==> src/rtl/mips_mem_arbiter.sv <==
// mips_mem_arbiter: the single-port unified memory of pipe_MIPS32 is shared by
// three requesters: the MEM-stage data port (D), the IF-stage fetch port (F)
// and the program loader (L). L is only honoured while the core is halted.
// Each access runs a fixed sequence IDLE -> ISSUE -> WAIT (MEM_LAT) -> DONE.
// Arbitration uses fixed priority L > D > F, with a starvation guard that
// hands the port to F after STARVE_MAX consecutive lost arbitrations.
// Define MIPS_MEM_ARB_STATS_EN to build the 16-bit saturating conflict
// counter on stat_conflicts. Without it, stat_conflicts is tied to zero.
module mips_mem_arbiter #(
   parameter int ADDR_W     = 10,
   parameter int DATA_W     = 32,
   parameter int MEM_LAT    = 1,
   parameter int STARVE_MAX = 3
) (
   input  logic              clk1,
   input  logic              reset,
   input  logic              halted_i,
   input  logic              d_req,
   input  logic              f_req,
   input  logic              l_req,
   input  logic              d_we,
   input  logic              l_we,
   input  logic [ADDR_W-1:0] d_addr,
   input  logic [ADDR_W-1:0] f_addr,
   input  logic [ADDR_W-1:0] l_addr,
   input  logic [DATA_W-1:0] d_wdata,
   input  logic [DATA_W-1:0] l_wdata,
   output logic              d_gnt,
   output logic              f_gnt,
   output logic              l_gnt,
   output logic              d_done,
   output logic              f_done,
   output logic              l_done,
   output logic [DATA_W-1:0] rdata_o,
   output logic              busy_o,
   output logic              mem_en,
   output logic              mem_we,
   output logic [ADDR_W-1:0] mem_addr,
   output logic [DATA_W-1:0] mem_wdata,
   input  logic [DATA_W-1:0] mem_rdata,
   output logic [15:0]       stat_conflicts
);

   localparam int LAT_W = (MEM_LAT > 1) ? $clog2(MEM_LAT) : 1;
   localparam int STV_W = (STARVE_MAX > 0) ? $clog2(STARVE_MAX + 1) : 1;
   localparam logic [LAT_W-1:0] LAT_LAST = LAT_W'(MEM_LAT - 1);
   localparam logic [STV_W-1:0] STV_SAT  = STV_W'(STARVE_MAX);

   // Requester select, one-hot in the order {L, F, D}.
   localparam logic [2:0] SEL_D = 3'b001;
   localparam logic [2:0] SEL_F = 3'b010;
   localparam logic [2:0] SEL_L = 3'b100;

   typedef enum logic [1:0] {IDLE, ISSUE, WAIT, DONE} state_t;

   state_t            state_q, state_d;
   logic [2:0]        sel_q, sel_d;
   logic              wr_q, wr_d;
   logic [LAT_W-1:0]  lat_q, lat_d;
   logic [STV_W-1:0]  starve_q, starve_d;
   logic [2:0]        gnt_q, gnt_d;
   logic [2:0]        done_q, done_d;
   logic              busy_q, busy_d;
   logic              en_q, en_d;
   logic              we_q, we_d;
   logic [ADDR_W-1:0] addr_q, addr_d;
   logic [DATA_W-1:0] wdata_q, wdata_d;
   logic [DATA_W-1:0] rdata_q, rdata_d;
   logic              l_vld;

   function automatic logic [STV_W-1:0] starve_sat_inc(input logic [STV_W-1:0] c);
      return (c == STV_SAT) ? c : c + STV_W'(1);
   endfunction

   // A loader request is only a real request while the core is halted.
   assign l_vld = l_req & halted_i;

   // Next-state logic: arbitration in IDLE, fixed-length access sequence after.
   always_comb begin
      state_d  = state_q;
      sel_d    = sel_q;
      wr_d     = wr_q;
      lat_d    = lat_q;
      starve_d = starve_q;
      gnt_d    = '0;
      done_d   = '0;
      busy_d   = busy_q;
      en_d     = 1'b0;
      we_d     = 1'b0;
      addr_d   = addr_q;
      wdata_d  = wdata_q;
      rdata_d  = rdata_q;
      case (state_q)
         IDLE: begin
            if (l_vld)                             sel_d = SEL_L;
            else if (f_req && starve_q == STV_SAT) sel_d = SEL_F;
            else if (d_req)                        sel_d = SEL_D;
            else if (f_req)                        sel_d = SEL_F;
            else                                   sel_d = '0;
            // Losses only count while F is actually waiting.
            if (!f_req)              starve_d = '0;
            else if (sel_d == SEL_F) starve_d = '0;
            else if (sel_d != '0)    starve_d = starve_sat_inc(starve_q);
            if (sel_d != '0) begin
               state_d = ISSUE;
               busy_d  = 1'b1;
               gnt_d   = sel_d;
               en_d    = 1'b1;
               if (sel_d == SEL_L) begin
                  we_d    = l_we;
                  addr_d  = l_addr;
                  wdata_d = l_wdata;
               end else if (sel_d == SEL_F) begin
                  we_d    = 1'b0;
                  addr_d  = f_addr;
                  wdata_d = '0;
               end else begin
                  we_d    = d_we;
                  addr_d  = d_addr;
                  wdata_d = d_wdata;
               end
               wr_d = we_d;
            end
         end
         ISSUE: begin
            state_d = WAIT;
            lat_d   = '0;
         end
         WAIT: begin
            // Last WAIT cycle is ISSUE+MEM_LAT, where read data is valid.
            if (lat_q == LAT_LAST) begin
               state_d = DONE;
               done_d  = sel_q;
               if (!wr_q) rdata_d = mem_rdata;
            end else begin
               lat_d = lat_q + LAT_W'(1);
            end
         end
         DONE: begin
            state_d = IDLE;
            busy_d  = 1'b0;
         end
         default: begin
            state_d = IDLE;
            busy_d  = 1'b0;
         end
      endcase
   end

   // State and registered outputs; reset abandons any access in flight.
   always_ff @(posedge clk1 or posedge reset) begin
      if (reset) begin
         state_q  <= IDLE;
         sel_q    <= '0;
         wr_q     <= 1'b0;
         lat_q    <= '0;
         starve_q <= '0;
         gnt_q    <= '0;
         done_q   <= '0;
         busy_q   <= 1'b0;
         en_q     <= 1'b0;
         we_q     <= 1'b0;
         addr_q   <= '0;
         wdata_q  <= '0;
         rdata_q  <= '0;
      end else begin
         state_q  <= state_d;
         sel_q    <= sel_d;
         wr_q     <= wr_d;
         lat_q    <= lat_d;
         starve_q <= starve_d;
         gnt_q    <= gnt_d;
         done_q   <= done_d;
         busy_q   <= busy_d;
         en_q     <= en_d;
         we_q     <= we_d;
         addr_q   <= addr_d;
         wdata_q  <= wdata_d;
         rdata_q  <= rdata_d;
      end
   end

   assign {l_gnt, f_gnt, d_gnt}    = gnt_q;
   assign {l_done, f_done, d_done} = done_q;
   assign busy_o    = busy_q;
   assign mem_en    = en_q;
   assign mem_we    = we_q;
   assign mem_addr  = addr_q;
   assign mem_wdata = wdata_q;
   assign rdata_o   = rdata_q;

`ifdef MIPS_MEM_ARB_STATS_EN
   logic [15:0] stat_q;
   logic        multi_req;

   function automatic logic [15:0] stat_sat_inc(input logic [15:0] c);
      return (c == 16'hFFFF) ? c : c + 16'd1;
   endfunction

   // Any IDLE cycle with two or more valid requests produces a contested grant.
   assign multi_req = (d_req & f_req) | (d_req & l_vld) | (f_req & l_vld);

   // Count contested grants, saturating.
   always_ff @(posedge clk1 or posedge reset) begin
      if (reset)                              stat_q <= '0;
      else if (state_q == IDLE && multi_req)  stat_q <= stat_sat_inc(stat_q);
   end

   assign stat_conflicts = stat_q;
`else
   assign stat_conflicts = '0;
`endif

endmodule

==> config.mk <==
export PLATFORM = sky130hd
export DESIGN_NAME = mips_mem_arbiter
export DESIGN_NICKNAME = d
export VERILOG_FILES = /design/src/rtl/mips_mem_arbiter.sv
export SDC_FILE = /design/constraint.sdc
export NUM_CORES = 1
export LEC_CHECK = 0
export CAP_MARGIN = 25
export CORE_ASPECT_RATIO = 1.2
export CORE_MARGIN = 4
export CORE_UTILIZATION = 30
export DETAILED_ROUTE_END_ITERATION = 8
export PLACE_DENSITY_LB_ADDON = 0.12
export SETUP_SLACK_MARGIN = 0.05
export SLEW_MARGIN = 25
export SYNTH_ARGS = -nofsm -noshare
export SYNTH_HDL_FRONTEND = slang
export SYNTH_SLANG_ARGS = --single-unit
==> constraint.sdc <==
create_clock -name clk1 -period 2.95 [get_ports clk1]
set_input_delay 0.59 -clock clk1 [delete_from_list [all_inputs] [get_ports clk1]]
set_output_delay 0.59 -clock clk1 [all_outputs]
set_load 0.01 [all_outputs]
==> qor.txt, run 1 <==
Startpoint Class = register
Die H = 141 µm
Drt wl/cell = 18.5 µm
Routed Antenna Nets = 0
CORE AREA = 14,400 µm²
GRT overflow = 0
Root Buffer = clkbuf_16
Required @ worst endpoint = 3170 ps
Leading area contributor after synthesis = dfrtp_1
Lkg Pwr = 0.00274 µW
RSZ-0062 raised after global routing = no
Post-Syn Area = 4420 µm²
Seq/Total Area, Yosys = 0.515
Post-CTS Setup Repair Bufs = 0
Filler cells = 1,418
Min Clock Period, post-route = 2070 ps
Clk buf depth = 2
Final WS setup = 877 ps
Ys flop type = dfrtp_1
Worst-Skew Late Latency = 340 ps
DPL Wire Length = 10.7 mm
Final Hold Viols = 0
DR vias = 3,948
Slew headroom = 0.617
CTS Hold Bufs = 0
Final-report max-slew violation count = 0
#FFs+latches synth = 91
Syn avg cell area = 10.8 µm²
Crit path largest cell delay = 400 ps
Max cap viols = 0
Gpl congestion = 0.805
Final nets = 746
Share of the synthesized area in the top cell type = 0.515
Largest net degree at the start of global routing = 58
Slowest CP cell = ha_2
DRT Wirelength = 14.5 mm
PD cells = 917 nW/µm²
Yosys warns = 0
TritonCTS buffer count = 9
Class of the worst hold path = register to register
Die X = 119 µm
Total power = 6370 µW
Fin cells = 788
Critical Path, Cell by Cell = inv_1 -> ha_2 -> clkinv_1 -> buf_4 -> o21ai_0 -> o41ai_2
Post-synth top cells = dfrtp_1 (91), nand2_1 (39), a21oi_1 (36), a31oi_1 (34), o211ai_1 (33)
Arr. time, crit path = 2290 ps
GRT Total Usage = 0.167
Worst-path maximum fanout = 15
Initial antenna violation count = 0
1st-iter DRT viols = 229
Gate count after technology mapping = 409
Global-route wire length before repair = 22.4 mm
Clk sinks = 91
Port bufs = 216
Area growth, synth to finish = 57.2%
Yosys cell types = 33
Share of post-route cells with drive strength above 1 = 0.126
Final Cycle Share = 0.703
Peak supply drop = 0.269 mV
Pre-CTS setup slack = 566 ps
Status = finished clean
Post-synth ARST share = 1.00
Most instantiated library cell after synthesis = dfrtp_1
CTS tree = done
Final Setup Violations = 0
Post-synth EDFFs = 0
Placed Cells = 772
Worst Max-Slew Pin Slew = 575 ps
Num rows = 48
Clock Skews = 8.71 ps
Via density = 5.01
Residual DRC = 0
H-tree Lvls = 3
Vias in the first global route = 4,050
Resized Gates After CTS = 0
Antenna diodes = 0
Synth top area cells = dfrtp_1 (52%), mux2_2 (7.9%), o211ai_1 (5.6%)
Num ports = 233
Setup Crit Path Kind = register to register
Fmax = 482 MHz
Initial Util = 0.307
Drt pass-1 iters = 5
Crit. End Element = register
Total negative slack = 0 ps
Die ar. = 16,700 µm²
Clk slew on worst S/H paths = 70 ps
-- cell families (layout without fill, tap and decap cells) --
family / after synthesis / count (layout) / share of synthesized area
AOI/OAI and AO/OA: 145 / 145 / 0.227
adders and majority gates: 4 / 4 / 0.0113
buffers and inverters: 63 / 252 / 0.0883
DFF: 91 / 91 / 0.515
muxes: 33 / 33 / 0.0841
other: 1 / 16 / 0.000849
and+or+nand+nor: 72 / 72 / 0.0730
-- placed cells by master, fill, tap and decap left out, types with 3 or more instances in the layout --
master           instances
clkdlybuf4s50_1        216
buf_4                   11
a31oi_1                 34
and2_1                   3
o2bb2ai_1                3
nor2_1                  14
clkbuf_16                9
buf_12                   3
a21oi_1                 36
mux2_2                  31
ha_1                     3
o211ai_1                33
o41ai_1                  3
nand2_1                 38
nor4_1                  10
o41ai_2                  8
conb_1                  16
a211oi_1                11
o21ai_0                 13
dfrtp_1                 91
-- metal layers --
layer | wire [µm] | up-vias | track usage
li1 | - | 1880 | -
met1 | 6140 | 1864 | 0.210
met2 | 7190 | 187 | 0.285
met3 | 979 | 17 | 0.0349
met4 | 234 | 0 | 0.0616
met5 | 0 | - | 0
-- path summary, 6_finish.rpt --
check                           start            to  slack, ps  depth (start not counted)
setup / recovery           state_q[0]   mem_addr[1]        880                          6
hold / removal               sel_q[2]      sel_q[2]        470                          1
setup reg to reg           state_q[0]   mem_addr[1]        880                          6
hold reg to reg              sel_q[2]      sel_q[2]        470                          1
max in group asynchronous       reset   mem_addr[0]       1960                          3
min in group asynchronous       reset  mem_wdata[5]        660                          3
-- critical path: cells and delay by family (launching register included) --
family,cells,cell delay (ps)
buffers and inverters,3,830
adder cells (fa/ha/maj),1,400
flip-flops,1,390
AO/OA/AOI/OAI,2,340
-- metrics by stage --
step	utilization	hold WS (ps)	cell area [µm²]
floorplan	-	441	4480
global placement	0.462	451	6650
detailed placement	0.462	458	6650
CTS	0.482	475	6950
global route	0.482	491	6950
finish	0.482	467	6950
-- cell type report --
class | count | area (µm²) | share of cell area
Multi-Input combinational cell | 270 | 1820 | 0.263
Inverter | 6 | 28.8 | 0.00414
Timing Repair Buffer | 230 | 2300 | 0.332
Clock inverter | 6 | 56.3 | 0.00810
Clock buffer | 10 | 239 | 0.0344
Sequential cell | 91 | 2280 | 0.328
Tap cell | 175 | 219 | 0.0315
-- sequential cells by signal, summed over array words and instances (netlist names) --
signal / count
mem_wdata: 32
done_q: 3
rdata_o: 32
mem_addr: 10
starve_q: 2
state_q: 2
mem_we: 1
mem_en: 1
gnt_q: 3
sel_q: 3
busy_o: 1
wr_q: 1
-- report_power, final --
part	switching (µW)	internal [µW]
clock	522	614
sequential	312	1860
combinational	1330	1720
No activity file was read; power rests on OpenSTA's default activity.
==> run 2: changes to the inputs <==
clock period = 1.7 ns   (was 2.95 ns; I/O delays follow)
==> run 2 against run 1 <==
Count of clock-buffer cells in the layout is 1 lower. Design area is 3.5% higher. Final cell count is 2.3% higher. Sequential share of layout area is 1.1 points lower. Via count is 3.0% higher. Sequential power is 75% higher. Critical path depth is 5 lower. Highest routed layer is now met5. First-iteration DRC count is 16% lower.
==> qor.txt, run 2 (synthesis results as in run 1) <==
Clock Power Share = 0.175
Comb power frac = 0.489
Slowest CP cell = clkdlybuf4s50_1
Worst-path maximum fanout = 2
Area growth, synth to finish = 62.7%
Gpl congestion = 0.764
PD cells = 1570 nW/µm²
Global-route wire length before repair = 23.5 mm
Initial Util = 0.307
Num ports = 233
Seq pwr share = 0.337
Net Sw Frac = 0.335
Finished Core Util = 0.499
Clock Skews = 5.25 ps
Total power = 11,300 µW
Largest net degree at the start of global routing = 60
Commonest non-fill, non-tap cell in the layout = clkdlybuf4s50_1
1st-iter DRT viols = 193
Required @ worst endpoint = 1360 ps
Arr. time, crit path = 1260 ps
RSZ-0062 raised after global routing = yes
TritonCTS buffer count = 9
Post-CTS Setup Repair Bufs = 0
DRT Wirelength = 15.2 mm
Cell family with most CP delay = buffers and inverters
Fmax = 624 MHz
Residual DRC = 0
Final-report max-slew violation count = 0
Die H = 141 µm
Final Cycle Share = 0.943
CTS tree = done
Routed Antenna Nets = 0
H-tree Lvls = 3
Startpoint Class = register
GRT Total Usage = 0.175
Class of the worst hold path = input pin to asynchronous set/reset pin
Clk slew on worst S/H paths = 70 ps
Crit. End Element = output pin
Final Setup Violations = 0
P_int = 7520 µW
Max cap viols = 0
Antenna diodes = 0
Via density = 5.05
Setup Crit Path Kind = register to output pin
CTS Hold Bufs = 0
Min Clock Period, post-route = 1600 ps
Lkg Pwr = 0.00286 µW
Root Buffer = clkbuf_16
Status = finished clean
GRT overflow = 0
Drt pass-1 iters = 5
Drt wl/cell = 18.8 µm
CORE AREA = 14,400 µm²
Die ar. = 16,700 µm²
Crit path largest cell delay = 550 ps
DPL Wire Length = 10.9 mm
Critical Path, Cell by Cell = clkdlybuf4s50_1
Peak supply drop = 0.619 mV
Worst-Skew Late Latency = 340 ps
Net load switching power = 3790 µW
Buf+Inv Stages, Crit Path = 1
DR vias = 4,068
Clk sinks = 91
Final Hold Viols = 0
Num rows = 48
Share of post-route cells with drive strength above 1 = 0.165
Most frequent cells in the layout = clkdlybuf4s50_1 (215), dfrtp_1 (91), nand2_1 (38)
Vias in the first global route = 4,278
Die X = 119 µm
Initial antenna violation count = 1
Port bufs = 216
Final nets = 765
Clk buf depth = 2
[run 2: repair_timing]
item                                    in CTS  in global routing
gates resized for setup                      2                 12
endpoints found under the setup margin      13                 59
gates cloned                                 0                  2
[run 2: routing by layer]
metal	up-vias	wire length [µm]	global-route usage
met5	-	8	0
met4	2	357	0.0714
met3	22	981	0.0381
met2	179	7590	0.298
met1	1950	6220	0.215
li1	1915	-	-
[run 2: power groups by stage]
stage | logic (µW) | clock network (µW) | registers (µW)
after floorplan | 2200 | 0 | 4220
after global placement | 5390 | 0 | 3810
after detailed placement | 5480 | 0 | 3840
after CTS | 5500 | 2040 | 3820
after global routing | 5970 | 2130 | 3950
final | 5530 | 1980 | 3810
[run 2: worst paths after layout]
kind | start | endpoint | cells past startpoint | slack [ps]
min | reset | mem_wdata[5] | 3 | 440
max reg2reg | starve_q[0] | mem_addr[1] | 5 | 110
min reg2reg | sel_q[2] | sel_q[2] | 1 | 480
min in group clk1 | sel_q[2] | sel_q[2] | 1 | 480
max in group asynchronous | reset | rdata_o[20] | 3 | 910
max | mem_wdata[18] | mem_wdata[18] | 1 | 100
[run 2: through the flow]
stage	instances	setup WS, ps	hold WS [ps]	instance area [µm²]	TNS (ps)
after floorplan	424	82.3	441	4480	0
after detailed placement	789	-326	474	6820	-11640
after global routing	806	14.4	460	7190	0
after global placement	789	-253	452	6820	-9430
after CTS	804	57.6	456	7120	0
final	806	96.2	435	7190	0
[run 2: layout make-up]
| cell class | count | area [µm²] |
|---|---|---|
| fill | 1397 | 7220 |
| tap | 175 | 219 |
| timing repair buffer | 249 | 2510 |
| clock inverter | 6 | 67.6 |
| clock buffer | 9 | 225 |
| inverter | 6 | 35.0 |
| sequential | 91 | 2280 |
| multi-input combinational | 270 | 1860 |
[run 2: tightest hold or removal path, stage by stage]
cell and delay (ps):
clkdlybuf4s50_1 440, clkinvlp_4 100, buf_12 290
==> run 3: changes to the inputs <==
CAP_MARGIN = 20   (was 25)
HOLD_SLACK_MARGIN = 0.02   (was unset)
==> results of run 3 <==
No change in the layout: final DEF, timing and power equal those of run 2.
